$ cat src/rtl/uncache_axi_bridge_pkg.sv
`default_nettype none
// ============================================================================
// Module   : uncache_axi_bridge_pkg
// Brief    : Shared encodings for the uncached AXI bridge (FSM states, AXI
//            burst/response/size codes) and the tag-stage boolean macros.
// Revision : 1.0 - initial release
// ============================================================================

`ifndef True_v
`define True_v 1'b1
`endif

`ifndef False_v
`define False_v 1'b0
`endif

package uncache_axi_bridge_pkg;

  // Bridge FSM state encodings
  localparam logic [2:0] S_IDLE  = 3'd0;
  localparam logic [2:0] S_RADDR = 3'd1;
  localparam logic [2:0] S_RDATA = 3'd2;
  localparam logic [2:0] S_WREQ  = 3'd3;
  localparam logic [2:0] S_WRESP = 3'd4;
  localparam logic [2:0] S_DONE  = 3'd5;

  // AXI protocol constants
  localparam logic [1:0] AXI_BURST_INCR = 2'b01;
  localparam logic [1:0] AXI_RESP_OKAY  = 2'b00;
  localparam logic [2:0] AXI_SIZE_BYTE  = 3'd0;
  localparam logic [2:0] AXI_SIZE_HALF  = 3'd1;
  localparam logic [2:0] AXI_SIZE_WORD  = 3'd2;

endpackage

`default_nettype wire

$ cat src/rtl/uncache_axi_bridge.sv
`default_nettype none
// ============================================================================
// Module   : uncache_axi_bridge
// Brief    : Single-outstanding AXI master for uncached accesses. Runs one
//            single-beat read (AR/R) or write (AW/W/B) per request and returns
//            a one-cycle refresh pulse with the read data / error flag.
// Revision : 1.0 - initial release
// ============================================================================
module uncache_axi_bridge
  import uncache_axi_bridge_pkg::*;
#(
  parameter int ID_W = 4
) (
  input  logic            clk,
  input  logic            rst,
  // Request side (tag stage / execute path)
  input  logic            axi_en,
  input  logic [3:0]      axi_wsel,
  input  logic [31:0]     axi_addr,
  input  logic [31:0]     axi_wdata,
  input  logic [1:0]      axi_rsize,
  output logic            refresh,
  output logic [31:0]     axi_rdata,
  output logic            axi_err,
  // AR channel
  output logic [ID_W-1:0] arid,
  output logic [31:0]     araddr,
  output logic [7:0]      arlen,
  output logic [2:0]      arsize,
  output logic [1:0]      arburst,
  output logic            arvalid,
  input  logic            arready,
  // R channel
  input  logic [31:0]     rdata,
  input  logic [1:0]      rresp,
  input  logic            rlast,
  input  logic            rvalid,
  output logic            rready,
  // AW channel
  output logic [ID_W-1:0] awid,
  output logic [31:0]     awaddr,
  output logic [7:0]      awlen,
  output logic [2:0]      awsize,
  output logic [1:0]      awburst,
  output logic            awvalid,
  input  logic            awready,
  // W channel
  output logic [31:0]     wdata,
  output logic [3:0]      wstrb,
  output logic            wlast,
  output logic            wvalid,
  input  logic            wready,
  // B channel
  input  logic [1:0]      bresp,
  input  logic            bvalid,
  output logic            bready
);

  // Map byte strobes to an AXI transfer size; irregular patterns go out as a word
  function automatic logic [2:0] wsel_to_size(input logic [3:0] wsel);
    case (wsel)
      4'b1111:                            return AXI_SIZE_WORD;
      4'b0011, 4'b1100:                   return AXI_SIZE_HALF;
      4'b0001, 4'b0010, 4'b0100, 4'b1000: return AXI_SIZE_BYTE;
      default:                            return AXI_SIZE_WORD;
    endcase
  endfunction

  logic [2:0] r_state;
  logic [2:0] w_next_state;
  logic       r_aw_done;
  logic       r_w_done;
  logic       w_aw_done;
  logic       w_w_done;
  logic       w_arvalid_nx;
  logic       w_rready_nx;
  logic       w_awvalid_nx;
  logic       w_wvalid_nx;
  logic       w_bready_nx;
  logic       w_refresh_nx;
  logic       w_err_nx;

  // Single-beat transfers always carry rlast; nothing depends on it
  logic w_unused_rlast;
  assign w_unused_rlast = rlast;

  // Fixed single-beat INCR attributes
  assign arid    = '0;
  assign awid    = '0;
  assign arlen   = 8'd0;
  assign awlen   = 8'd0;
  assign arburst = AXI_BURST_INCR;
  assign awburst = AXI_BURST_INCR;
  assign wlast   = `True_v;

  // AW and W complete independently; the flags remember a handshake until both are in
  assign w_aw_done = (r_state == S_WREQ) && (r_aw_done || (awvalid && awready));
  assign w_w_done  = (r_state == S_WREQ) && (r_w_done  || (wvalid  && wready));

  // State register
  always_ff @(posedge clk or negedge rst) begin
    if (!rst) begin
      r_state   <= S_IDLE;
      r_aw_done <= `False_v;
      r_w_done  <= `False_v;
    end else begin
      r_state   <= w_next_state;
      r_aw_done <= w_aw_done;
      r_w_done  <= w_w_done;
    end
  end

  // Next-state selection; axi_en only matters in IDLE
  always_comb begin
    w_next_state = r_state;
    case (r_state)
      S_IDLE:  if (axi_en) w_next_state = (|axi_wsel) ? S_WREQ : S_RADDR;
      S_RADDR: if (arready) w_next_state = S_RDATA;
      S_RDATA: if (rvalid) w_next_state = S_DONE;
      S_WREQ:  if (w_aw_done && w_w_done) w_next_state = S_WRESP;
      S_WRESP: if (bvalid) w_next_state = S_DONE;
      S_DONE:  w_next_state = S_IDLE;
      default: w_next_state = S_IDLE;
    endcase
  end

  // Output decode from the upcoming state so every handshake signal is a flop
  always_comb begin
    w_arvalid_nx = (w_next_state == S_RADDR);
    w_rready_nx  = (w_next_state == S_RDATA);
    w_awvalid_nx = (w_next_state == S_WREQ) && !w_aw_done;
    w_wvalid_nx  = (w_next_state == S_WREQ) && !w_w_done;
    w_bready_nx  = (w_next_state == S_WRESP);
    w_refresh_nx = (w_next_state == S_DONE);
    w_err_nx     = `False_v;
    if (r_state == S_RDATA && rvalid) w_err_nx = (rresp != AXI_RESP_OKAY);
    if (r_state == S_WRESP && bvalid) w_err_nx = (bresp != AXI_RESP_OKAY);
  end

  // Handshake and completion output registers
  always_ff @(posedge clk or negedge rst) begin
    if (!rst) begin
      arvalid <= `False_v;
      rready  <= `False_v;
      awvalid <= `False_v;
      wvalid  <= `False_v;
      bready  <= `False_v;
      refresh <= `False_v;
      axi_err <= `False_v;
    end else begin
      arvalid <= w_arvalid_nx;
      rready  <= w_rready_nx;
      awvalid <= w_awvalid_nx;
      wvalid  <= w_wvalid_nx;
      bready  <= w_bready_nx;
      refresh <= w_refresh_nx;
      axi_err <= w_err_nx;
    end
  end

  // Latch request fields on acceptance and read data on the R handshake
  always_ff @(posedge clk or negedge rst) begin
    if (!rst) begin
      araddr    <= '0;
      arsize    <= '0;
      awaddr    <= '0;
      awsize    <= '0;
      wdata     <= '0;
      wstrb     <= '0;
      axi_rdata <= '0;
    end else begin
      if (r_state == S_IDLE && axi_en) begin
        if (|axi_wsel) begin
          awaddr <= axi_addr;
          awsize <= wsel_to_size(axi_wsel);
          wdata  <= axi_wdata;
          wstrb  <= axi_wsel;
        end else begin
          araddr <= axi_addr;
          arsize <= {1'b0, axi_rsize};
        end
      end
      if (r_state == S_RDATA && rvalid) axi_rdata <= rdata;
    end
  end

endmodule

`default_nettype wire

$ cat config.mk
export PLATFORM = sky130hd
export DESIGN_NAME = uncache_axi_bridge
export DESIGN_NICKNAME = d
export VERILOG_FILES = /design/src/rtl/uncache_axi_bridge_pkg.sv /design/src/rtl/uncache_axi_bridge.sv
export SDC_FILE = /design/constraint.sdc
export NUM_CORES = 1
export LEC_CHECK = 0
export CELL_PAD_IN_SITES_DETAIL_PLACEMENT = 1
export CELL_PAD_IN_SITES_GLOBAL_PLACEMENT = 1
export CORE_MARGIN = 3
export CORE_UTILIZATION = 33
export CTS_BUF_LIST = sky130_fd_sc_hd__clkbuf_4
export DETAILED_ROUTE_END_ITERATION = 10
export PLACE_DENSITY_LB_ADDON = 0.1
export REMOVE_ABC_BUFFERS = 1
export SLEW_MARGIN = 20
export SYNTH_ARGS = -nofsm -noshare
export SYNTH_HDL_FRONTEND = slang
export SYNTH_SLANG_ARGS = --single-unit
$ cat constraint.sdc
create_clock -name clk -period 2.6 [get_ports clk]
set_clock_uncertainty 0.1 [all_clocks]
set_input_delay 0.65 -clock clk [delete_from_list [all_inputs] [get_ports clk]]
set_output_delay 0.65 -clock clk [all_outputs]
set_load 0.05 [all_outputs]
==> flow_summary.ini, run 1 <==
[synthesis]
synth_ff_type = dfrtp_1
synth_cell_types = 32
yosysTopAreaCell = dfrtp_1
yosysWarnings = 0
yosys-top-cells-area = dfrtp_1 62%, mux2_2 15%, mux2_1 5.6%, mux2_4 5.3%, buf_4 4.1%
synth.ff_latch_count = 148
syn_inst = 377
syn_area_um2 = 5980
async_flop_share_pct = 100
syn_area_per_cell_um2 = 15.9
yosysSeqAreaShare_pct = 61.9
synth-edff-count = 0
synth_top_area_share_pct = 61.9

[die]
start_util_pct = 34.1
die_w_um = 141
core.rowCount = 48
die_h_um = 141
die_area_um2 = 19800
pin_count = 289
core_area_um2 = 17500

[timing]
max_freq_ghz = 0.398
fin_crit_ns = 2.51
worst_pin_slew_ns = 0.581
slew_viol_final = 0
hold_viol = 0
setup_slack_ns = 0.0868
slew-limit-headroom_pct = 61.2
finalSetupViolCount = 0
setup_tns_ns = 0
fin_crit_sh_pct = 96.7

[global_route]
grt_pass1_vias = 4545
antenna_found_initial = 0
grt-ovfl-total = 0
grtUsageTotal_pct = 16.8
grt_max_degree = 62
grt_pass1_wl_um = 25800

[worst_setup_path]
cpPeakStageDelay_ns = 0.85
critPathSlowestCell = clkdlybuf4s50_1
critical_path_buf_inv_count = 1
crit_type = flop to output pin
path_max_fanout = 2
endpoint_kind = output pin
path_cells = clkdlybuf4s50_1
critPathArrivalTime_ns = 1.76
worstPathRequired_ns = 1.85
worstSetupStartpointType = flop
critical_path.top_delay_family = buffers and inverters

[finish]
final_cell_count_no_fill = 886
nNetsFinal = 765
utilization_pct = 51.7
drive_gt1_share_pct = 22.8
areaGrowthSynthToFinish_pct = 51.6
diodes = 0

[clock_tree]
clk_pin_slew_worst_paths_ns = 0.13
cts_root_buf = clkbuf_4
post_cts_buffers = 0
cts_buffer_depth = 2
clock_latency_ns = 0.53
cts_tree = built
cts_num_sinks = 148
htree_levels = 4
cts_buffers = 17

[place]
io_buffers = 256
placed_cells = 855
routabilityCongestion = 0.711
place_hpwl_um = 12400
dp_slack_ns = -0.113

[drt]
drtAntennaViolNets = 0
wirelength_um = 16600
drc = 0
detail_route.wl_per_cell_um = 18.7
routed-via-count = 4017
drt_iter0_drc = 110
viasPerCell = 4.53
firstDrtPassIters = 4

[pwr]
power_density_nw_per_um2 = 1550
p_leak_nw = 4.10
peakVddDrop_v = 0.000775
total_power_mw = 14.0

[worst_hold_path]
hp-class = flop to flop

[outcome]
outcome = finished clean

[flow_run]
drv_cap = 0
## stage by stage
| stage | hold slack [ns] | area (µm²) |
|---|---|---|
| 2_1_floorplan | 0.254 | 5720 |
| 3_3_place_gp | 0.367 | 8760 |
| 3_5_place_dp | 0.374 | 8760 |
| 4_1_cts | 0.401 | 9040 |
| 5_1_grt | 0.419 | 9070 |
| 6_report | 0.392 | 9070 |
## cell usage after synthesis (2+ instances only)
library cell / instances
buf_4: 33
nor2_1: 8
mux2_2: 82
a211oi_1: 2
nand3b_1: 3
and3b_1: 2
conb_1: 2
dfrtp_1: 148
o21ai_0: 3
mux2_1: 30
a21oi_1: 5
and3_1: 2
mux2_4: 21
buf_6: 10
a21o_1: 2
nand2b_1: 2
buf_2: 3
nand2_1: 3
a22o_1: 2
inv_1: 2
## cell type report
cell class / instances / area [µm²]
Inverter: 2 / 7.51
Clock inverter: 12 / 139
Clock buffer: 18 / 135
Sequential cell: 148 / 3700
Fill cell: 1758 / 8470
Timing Repair Buffer: 271 / 2790
Tap cell: 225 / 282
Multi-Input combinational cell: 210 / 2020
## where the power goes
group / switching (mW) / total, mW / internal [mW] / leakage (nW)
logic: 5.42 / 8.55 / 3.13 / 2.14
registers: 0.612 / 4.04 / 3.43 / 1.82
clock network: 0.799 / 1.45 / 0.654 / 0.144
total: 6.84 / 14.0 / 7.21 / 4.10
## timing repair
action | 4_1_cts | 5_1_grt
hold buffers | 1 | 0
gates resized for setup | 3 | 14
hold endpoints to repair | 33 | 0
setup endpoints to repair | 3 | 14
## cells in the final DEF, fill, tap and decap left out, drive strengths merged
| cell type | n |
|---|---|
| a211oi | 2 |
| a21o | 2 |
| a21oi | 6 |
| a22o | 2 |
| a31oi | 1 |
| and3 | 2 |
| and3b | 2 |
| buf | 15 |
| bufinv | 3 |
| clkbuf | 18 |
| clkdlybuf4s50 | 238 |
| clkinv | 6 |
| clkinvlp | 2 |
| conb | 31 |
| dfrtp | 148 |
| dlygate4sd2 | 3 |
| dlygate4sd3 | 1 |
| dlymetal6s2s | 14 |
| inv | 3 |
| mux2 | 133 |
| nand2 | 4 |
| nand2b | 2 |
| nand3 | 2 |
| nand3b | 3 |
| nand4 | 1 |
| nor2 | 8 |
| nor3 | 1 |
| nor4b | 1 |
| o21ai | 3 |
| o311ai | 1 |
| o31ai | 1 |
| or3b | 1 |
| or4b | 1 |
## registers in the layout (all words and copies together), names as in the netlist, 2 cells and up
signal / flops
wdata: 32
araddr: 32
arsize: 2
axi_rdata: 32
awaddr: 32
r_state: 3
wstrb: 4
awsize: 2
## final timing paths
| path | from | slack, ns | cells past startpoint | end |
|---|---|---|---|---|
| worst max-delay path | wdata[18]$_DFFE_PN0P_ | 0.09 | 1 | wdata[18] |
| worst min-delay path | awsize[1]$_DFFE_PN0P_ | 0.39 | 1 | awsize[1]$_DFFE_PN0P_ |
| worst min register to register | awsize[1]$_DFFE_PN0P_ | 0.39 | 1 | awsize[1]$_DFFE_PN0P_ |
| worst max register to register | r_state[1]$_DFF_PN0_ | 0.49 | 4 | wdata[4]$_DFFE_PN0P_ |
| max in group asynchronous | rst | 1.26 | 3 | araddr[29]$_DFFE_PN0P_ |
| min in group asynchronous | rst | 0.46 | 2 | axi_rdata[14]$_DFFE_PN0P_ |
## layer usage
layer,wire [µm],track usage (%)
met1,6250,18.8
met2,8520,28.8
met3,1620,7.70
met4,170,5.05
met5,0,0
## cell families (layout without fill, tap and decap cells)
| kind of cell | after synthesis | count (layout) | share of synthesized area [%] |
|---|---|---|---|
| AOI/OAI and AO/OA | 18 | 18 | 1.99 |
| other | 2 | 31 | 0.126 |
| muxes | 133 | 133 | 26.4 |
| buffers and inverters | 48 | 303 | 6.40 |
| and+or+nand+nor | 28 | 28 | 3.22 |
| DFF | 148 | 148 | 61.9 |
(Power assumes the default switching activity.)
==> inputs of run 2 (changes only) <==
CORE_MARGIN = not set   (was 3)
GPL_TIMING_DRIVEN = 1   (was not set)
==> flow_summary.ini, run 2 (synthesis results as in run 1) <==
[outcome]
outcome = finished clean

[worst_setup_path]
critPathArrivalTime_ns = 1.74
cpPeakStageDelay_ns = 0.81
critical_path.top_delay_family = buffers and inverters
r2r_setup_slack_ns = 0.48
critPathSlowestCell = clkdlybuf4s50_1
path_cells = clkdlybuf4s50_1
ff2ff_path_depth = 5
critical_path_buf_inv_count = 1
worstSetupStartpointType = flop
path_depth = 1
crit_type = flop to output pin
worstPathRequired_ns = 1.85
endpoint_kind = output pin
path_max_fanout = 2

[pwr]
total_power_mw = 14.1
p_leak_nw = 4.45
power_density_nw_per_um2 = 1540
peakVddDrop_v = 0.000755

[place]
dpl-instance-area_um2 = 8740
placed_cells = 855
place_hpwl_um = 11700
dp_slack_ns = -0.0923
routabilityCongestion = 0.730
io_buffers = 256

[timing]
fin_hold_ws_ns = 0.385
fin_crit_ns = 2.49
rsz0062_at_grt = false
hold_viol = 0
slew-limit-headroom_pct = 62.6
worst_pin_slew_ns = 0.561
slew_viol_final = 0
setup_slack_ns = 0.106
max_freq_ghz = 0.401
fin_crit_sh_pct = 95.9
finalSetupViolCount = 0
setup_tns_ns = 0

[finish]
nNetsFinal = 765
layout_common_cells = 212 x clkdlybuf4s50_1, 148 x dfrtp_1, 82 x mux2_2
stdcell_area_um2 = 9180
layout_commonest_cell = clkdlybuf4s50_1
areaGrowthSynthToFinish_pct = 53.5
diodes = 0
final_cell_count_no_fill = 888
multiInputGateArea_um2 = 2020
drive_gt1_share_pct = 23.5
utilization_pct = 52.5
seq_area_um2 = 3700
fillers = 1768

[clock_tree]
cts_root_buf = clkbuf_4
clk_pin_slew_worst_paths_ns = 0.13
post_cts_buffers = 0
clock_latency_ns = 0.54
cts_buffers = 17
cts_num_sinks = 148
htree_levels = 4
cts_buffer_depth = 2
cts_tree = built

[worst_hold_path]
hp-class = flop to flop
min_path_cells = 1

[die]
pin_count = 289
core.rowCount = 48
die_w_um = 137
die_h_um = 137
core_area_um2 = 17500
die_area_um2 = 18700
start_util_pct = 34.2

[drt]
detail_route.wl_per_cell_um = 17.6
drt_iter0_drc = 53
wirelength_um = 15600
drc = 0
viasPerCell = 4.51
drtAntennaViolNets = 0
firstDrtPassIters = 4
routed-via-count = 4007

[global_route]
grt-ovfl-total = 0
grt_max_degree = 51
grt_pass1_wl_um = 23800
antenna_found_initial = 0
grtUsageTotal_pct = 17.2
grt_pass1_vias = 4402

[flow_run]
drv_cap = 0
## run 2: changes by cell type in the layout (fill, tap and decap cells not counted), moves of 2 or more
| cell | change |
|---|---|
| dlymetal6s2s_1 | +28 |
| clkdlybuf4s50_1 | -26 |
| clkinv_1 | -3 |
| clkinv_4 | +2 |
| dlygate4sd2_1 | -2 |
## run 2: worst reg2reg max path, delay by kind of cell (launching register included)
kind            cells  cell delay, ns
flops               1            0.52
buf+inv             1            0.24
compound gates      2            0.50
simple gates        2            0.70
## run 2: repair_timing
action,4_1_cts,5_1_grt
endpoints found under the hold margin,47,0
hold buffers,1,0
resized for setup,1,42
pin swaps,0,0
endpoints found under the setup margin,1,42
## run 2: worst paths after layout
| path | end | startpoint |
|---|---|---|
| worst max-delay path | awaddr[31] | awaddr[31]$_DFFE_PN0P_ |
| max in group asynchronous | axi_rdata[14]$_DFFE_PN0P_ | rst |
| worst min-delay path | awsize[1]$_DFFE_PN0P_ | awsize[1]$_DFFE_PN0P_ |
| worst max register to register | wvalid$_DFF_PN0_ | r_state[1]$_DFF_PN0_ |
| worst min register to register | awsize[1]$_DFFE_PN0P_ | awsize[1]$_DFFE_PN0P_ |
| min in group asynchronous | araddr[3]$_DFFE_PN0P_ | rst |
## run 2: layer usage
layer	wire length [µm]	track usage (%)	vias up
met5	0	0	-
met2	7880	28.8	178
li1	-	-	1810
met4	240	6.30	0
met1	5710	18.3	1999
met3	1800	9.00	20
## run 2: power by group
| part | total [mW] | switching (mW) | internal (mW) |
|---|---|---|---|
| clock network | 1.62 | 0.835 | 0.785 |
| logic | 8.50 | 5.39 | 3.11 |
| registers | 4.02 | 0.592 | 3.43 |
## run 2: cell type report
class                      count  area share, %
clock buffer                  19           1.55
tap                          225           3.07
inverter                       2         0.0818
multi-input combinational    210           22.0
timing repair buffer         271           31.0
sequential                   148           40.3
clock inverter                13           1.98
